===== config.mk =====
export PLATFORM = sky130hd
export DESIGN_NAME = instr_fetch_buffer
export DESIGN_NICKNAME = d
export VERILOG_FILES = /design/src/rtl/instr_fetch_buffer.sv
export SDC_FILE = /design/constraint.sdc
export NUM_CORES = 1
export LEC_CHECK = 0
export ABC_AREA = 1
export CORE_UTILIZATION = 50
export CTS_CLUSTER_SIZE = 10
export DETAILED_ROUTE_END_ITERATION = 12
export PLACE_DENSITY_LB_ADDON = 0.25
export SETUP_SLACK_MARGIN = 0.2
export SLEW_MARGIN = 25
export SYNTH_ARGS = -nofsm -noshare
export SYNTH_HDL_FRONTEND = slang
export SYNTH_SLANG_ARGS = --single-unit

===== constraint.sdc =====
create_clock -name clk -period 4.1 [get_ports clk]
set_input_delay 0.82 -clock clk [delete_from_list [all_inputs] [get_ports clk]]
set_output_delay 0.82 -clock clk [all_outputs]
set_load 0.005 [all_outputs]

===== src/rtl/instr_fetch_buffer.sv =====
// Instruction fetch buffer: issues up to two in-flight imem requests, tracks their PCs and
// queues {pc, instr} pairs for decode. Define IFB_BYPASS_EN to forward a response straight to decode.
module instr_fetch_buffer (
  input  logic        clk,
  input  logic        reset,
  input  logic        go,
  input  logic [31:0] pc_in,
  input  logic        flush,
  output logic        imem_req,
  output logic [31:0] imem_addr,
  input  logic        imem_rvalid,
  input  logic [31:0] imem_rdata,
  output logic        id_valid,
  output logic [31:0] id_instr,
  output logic [31:0] id_pc,
  input  logic        id_ready,
  output logic        fetch_stall
);

  logic [31:0] r_fifo_pc    [4];
  logic [31:0] r_fifo_instr [4];
  logic [1:0]  r_fifo_rd;
  logic [1:0]  r_fifo_wr;
  logic [2:0]  r_fifo_count;

  logic [31:0] r_pend_pc [2];
  logic        r_pend_rd;
  logic        r_pend_wr;

  // r_outstanding counts every request still in memory, including ones marked for dropping.
  logic [1:0]  r_outstanding;
  logic [1:0]  r_drop_cnt;

  logic        w_fifo_empty;
  logic        w_room;
  logic        w_resp_keep;
  logic [31:0] w_resp_pc;
  logic        w_bypass;
  logic        w_push;
  logic        w_pop;
  logic [31:0] w_head_pc;
  logic [31:0] w_head_instr;

  assign w_fifo_empty = (r_fifo_count == 3'd0);
  assign w_room       = ({1'b0, r_fifo_count} + {2'b00, r_outstanding}) < 4'd4;

  assign imem_req    = go & ~reset & ~flush & (r_outstanding < 2'd2) & w_room;
  assign imem_addr   = pc_in;
  assign fetch_stall = go & ~reset & ~imem_req & ~flush;

  assign w_resp_keep = imem_rvalid & ~reset & ~flush & (r_drop_cnt == 2'd0);
  assign w_resp_pc   = r_pend_pc[r_pend_rd];

`ifdef IFB_BYPASS_EN
  assign w_bypass = w_resp_keep & w_fifo_empty;
  assign id_valid = ~reset & (~w_fifo_empty | w_bypass);
  assign w_push   = w_resp_keep & ~(w_bypass & id_ready);
`else
  assign w_bypass = 1'b0;
  assign id_valid = ~reset & ~w_fifo_empty;
  assign w_push   = w_resp_keep;
`endif

  assign w_pop = ~w_fifo_empty & id_ready & ~flush;

  always_comb begin
    // NOTE: defaults first so every path assigns both outputs and no latch is inferred.
    w_head_pc    = r_fifo_pc[r_fifo_rd];
    w_head_instr = r_fifo_instr[r_fifo_rd];
    if (w_bypass) begin
      w_head_pc    = w_resp_pc;
      w_head_instr = imem_rdata;
    end
  end

  assign id_pc    = id_valid ? w_head_pc    : 32'h0;
  assign id_instr = id_valid ? w_head_instr : 32'h0;

  // NOTE: storage arrays carry no reset; the pointers and counts alone define what is valid.
  always_ff @(posedge clk) begin
    if (w_push) begin
      r_fifo_pc[r_fifo_wr]    <= w_resp_pc;
      r_fifo_instr[r_fifo_wr] <= imem_rdata;
    end
    if (imem_req) begin
      r_pend_pc[r_pend_wr] <= pc_in;
    end
  end

  // NOTE: sequential state uses non-blocking assignments so every register samples pre-edge values.
  always_ff @(posedge clk) begin
    if (reset) begin
      r_fifo_rd     <= 2'd0;
      r_fifo_wr     <= 2'd0;
      r_fifo_count  <= 3'd0;
      r_pend_rd     <= 1'b0;
      r_pend_wr     <= 1'b0;
      r_outstanding <= 2'd0;
      r_drop_cnt    <= 2'd0;
    end else if (flush) begin
      // Nothing issues in a flush cycle; a response landing now is itself discarded.
      r_fifo_rd     <= 2'd0;
      r_fifo_wr     <= 2'd0;
      r_fifo_count  <= 3'd0;
      r_pend_rd     <= 1'b0;
      r_pend_wr     <= 1'b0;
      r_outstanding <= r_outstanding - 2'(imem_rvalid);
      r_drop_cnt    <= r_outstanding - 2'(imem_rvalid);
    end else begin
      if (w_push) r_fifo_wr <= r_fifo_wr + 2'd1;
      if (w_pop)  r_fifo_rd <= r_fifo_rd + 2'd1;
      r_fifo_count <= r_fifo_count + 3'(w_push) - 3'(w_pop);

      if (imem_req) r_pend_wr <= ~r_pend_wr;
      if (imem_rvalid) begin
        if (r_drop_cnt != 2'd0) r_drop_cnt <= r_drop_cnt - 2'd1;
        else                    r_pend_rd  <= ~r_pend_rd;
      end
      r_outstanding <= r_outstanding + 2'(imem_req) - 2'(imem_rvalid);
    end
  end

endmodule

==> reports/results.ini <==
[status]
status = completed

[worst_hold_path]
holdCritStartpoint = r_fifo_rd[1]$_SDFFE_PP0P_
whs_path_depth = 2
min-delay-path-class = flip-flop to flip-flop

[sta]
max_slew.worst_pin.slew_ps = 978
setup_tns_ps = 0
slew_violations = 0
fin_crit_sh = 0.890
fin_crit_ps = 3650
finalSetupViolCount = 0
max_freq_mhz = 274
worst_slack_ps = 451
fin_worst_skew_ps = 11.8
rsz0062_at_grt = no
hold_violations = 0
maxSlewHeadroom = 0.348

[worst_setup_path]
startpoint = reset
critical_path_class = input port to output pin
reg2regPathDepth = 11
timing.rr.start = r_drop_cnt[0]$_SDFFE_PP0P_
cp.required_ps = 3280
cp_max_fo = 20
cp-end-kind = output pin
worstPathArrival_ps = 2830
crit_path_start_kind = input port

[cts]
cts.sinks = 336
cts_buffer_depth = 3
clk_pin_slew_ps = 50
cts_hold_buf = 0
htreeDepth = 2
worstSkewPairLatency_ps = 520
tritoncts = yes
root_buffer = clkbuf_16
cts-buffers-inserted = 39

[route]
drc_errors = 0
dr.first_iter.drc_count = 610
first_pass_iters = 5
via_count = 7959
ant_nets = 0
wl_mm = 27.7
wl_per_cell_um = 18.4
vias_per_cell = 5.29

[global_route]
met3_usage = 0.0317
grtUsageTotal = 0.208
grt_start_max_net_pins = 65
met2_usage = 0.361
grt_pass1_vias = 7923
busiest_layer = met2
grt_pass1_wl_mm = 42.4
antenna_found_initial = 0
gr-usage-met1 = 0.269
grt_overflow = 0

[die]
rows = 59
initial_core_util = 0.511
io_pins = 169
die_area_sq_mm = 0.0273
die_h_um = 165
chipWidth_um = 165
core_area_sq_mm = 0.0261

[placed_design]
place_hpwl_mm = 15.9
port_buffers = 168
gp_congestion = 0.769
place_ws_ps = 433

[power_and_ir_drop]
p_sw_uw = 1380
p_comb_frac = 0.041
p_per_area_mw_per_mm2 = 437
swShare = 0.194
intPower_uw = 5710
power_frac_seq = 0.541
pwr-share-clk = 0.418
p_leak_uw = 0.00548
irDropWorstVdd_v = 0.000284

[final_layout]
seq_area_sq_mm = 0.00994
fillCellCount = 1960
multi_input_area_sq_mm = 0.00276
synthToLayoutAreaGrowth_pct = 21.7
drive_gt1_frac = 0.0975
final_common_cell = edfxtp_1
layout_common_cells = 320 x edfxtp_1, 269 x nor2_1, 168 x clkdlybuf4s50_1, 127 x o21ai_0, 72 x a21oi_1
final_util = 0.622
antenna_cells = 0
fin_nets = 1233

[run]
drv_cap = 0

[synth]
synth_area_sq_mm = 0.0133
ys_seq_area_frac = 0.746
netlist_instances = 1003
synth_seq_cells = 336
syn-num-nets = 1083
yosysTopAreaCellShare = 0.722
synth_area_leaders = edfxtp_1 72%, nor2_1 7.8%, o21ai_0 4.8%, a21oi_1 2.7%, mux2_2 2.5%
ys_warn_count = 0
ys_types = 27
syn_area_per_cell_sq_um = 13.3
synth_top_cell_by_area = edfxtp_1

-- cell type report --
type                            count  area share
Multi-Input combinational cell    552       0.170
Sequential cell                   336       0.613
Inverter                           31     0.00726
Timing Repair Buffer              193       0.118
Clock buffer                       54      0.0643
Tap cell                          335      0.0259
Clock inverter                      3     0.00162
-- Yosys cell counts (all sizes together) --
cell and count:
edfxtp 320, nor2 277, o21ai 135, a21oi 72, buf 69, mux2 32, inv 31, nand2 17
dfxtp 16, clkbuf 15, ha 9, nand3 3, xor2 2, a211oi 1, fa 1, nand4 1
nor3 1, xnor2 1
-- kinds of logic (layout without fill, tap and decap cells) --
| family | after synthesis | after routing | share of synthesized area |
|---|---|---|---|
| DFF | 336 | 336 | 0.746 |
| AOI/OAI and AO/OA | 208 | 208 | 0.0784 |
| muxes | 32 | 32 | 0.0271 |
| buffers and inverters | 115 | 281 | 0.0508 |
| and+or+nand+nor | 299 | 299 | 0.0860 |
| xor gates and xnor gates | 3 | 3 | 0.00197 |
| adders and majority gates | 10 | 10 | 0.00996 |
-- repair_timing --
item,CTS,global route
hold endpoints to repair,0,0
setup buffers,0,0
gates resized for setup,0,1
endpoints found under the setup margin,0,9
-- power by group through the flow --
| stage | clock network (uW) | registers, uW | logic [uW] |
|---|---|---|---|
| after floorplan | 0 | 3890 | 142 |
| after global placement | 0 | 3900 | 288 |
| after detailed placement | 0 | 3900 | 294 |
| after CTS | 3030 | 3830 | 297 |
| after global routing | 3160 | 3830 | 323 |
| final | 2960 | 3830 | 294 |
-- per-stage QoR --
step                      hold slack (ps)  total power, uW  std cells  cell area, sq um
final                                 492             7080       1504             16200
after global routing                  519             7310       1504             16200
after CTS                             493             7150       1504             16200
after detailed placement              486             4190       1447             15100
after global placement                483             4180       1447             15100
after floorplan                       471             4030       1003             13300
-- routing by layer --
layer	up-vias	routed length (um)
li1	3814	-
met1	3852	11500
met2	249	14000
met3	44	1660
met4	0	507
met5	-	0
-- worst max-delay path, stage by stage --
cell	delay, ps
clkdlybuf4s50_1	480
inv_1	150
nand2_2	310
buf_4	350
a21oi_1	170
clkdlybuf4s50_1	520
-- state kept, by name, indices dropped and copies added, names as in the netlist, named ones only --
name	flops
r_fifo_instr	128
r_fifo_pc	128
r_pend_pc	64
r_fifo_count	3
r_drop_cnt	2
r_fifo_rd	2
r_fifo_wr	2
r_outstanding	2
r_pend_rd	1
r_pend_wr	1
-- worst paths after layout --
kind                                end  slack (ps)
max                           id_pc[14]         450
min                           flip-flop         490
max reg2reg  r_fifo_count[2]$_SDFF_PP0_        1740
min reg2reg                   flip-flop         490
(Power assumes the default switching activity.)
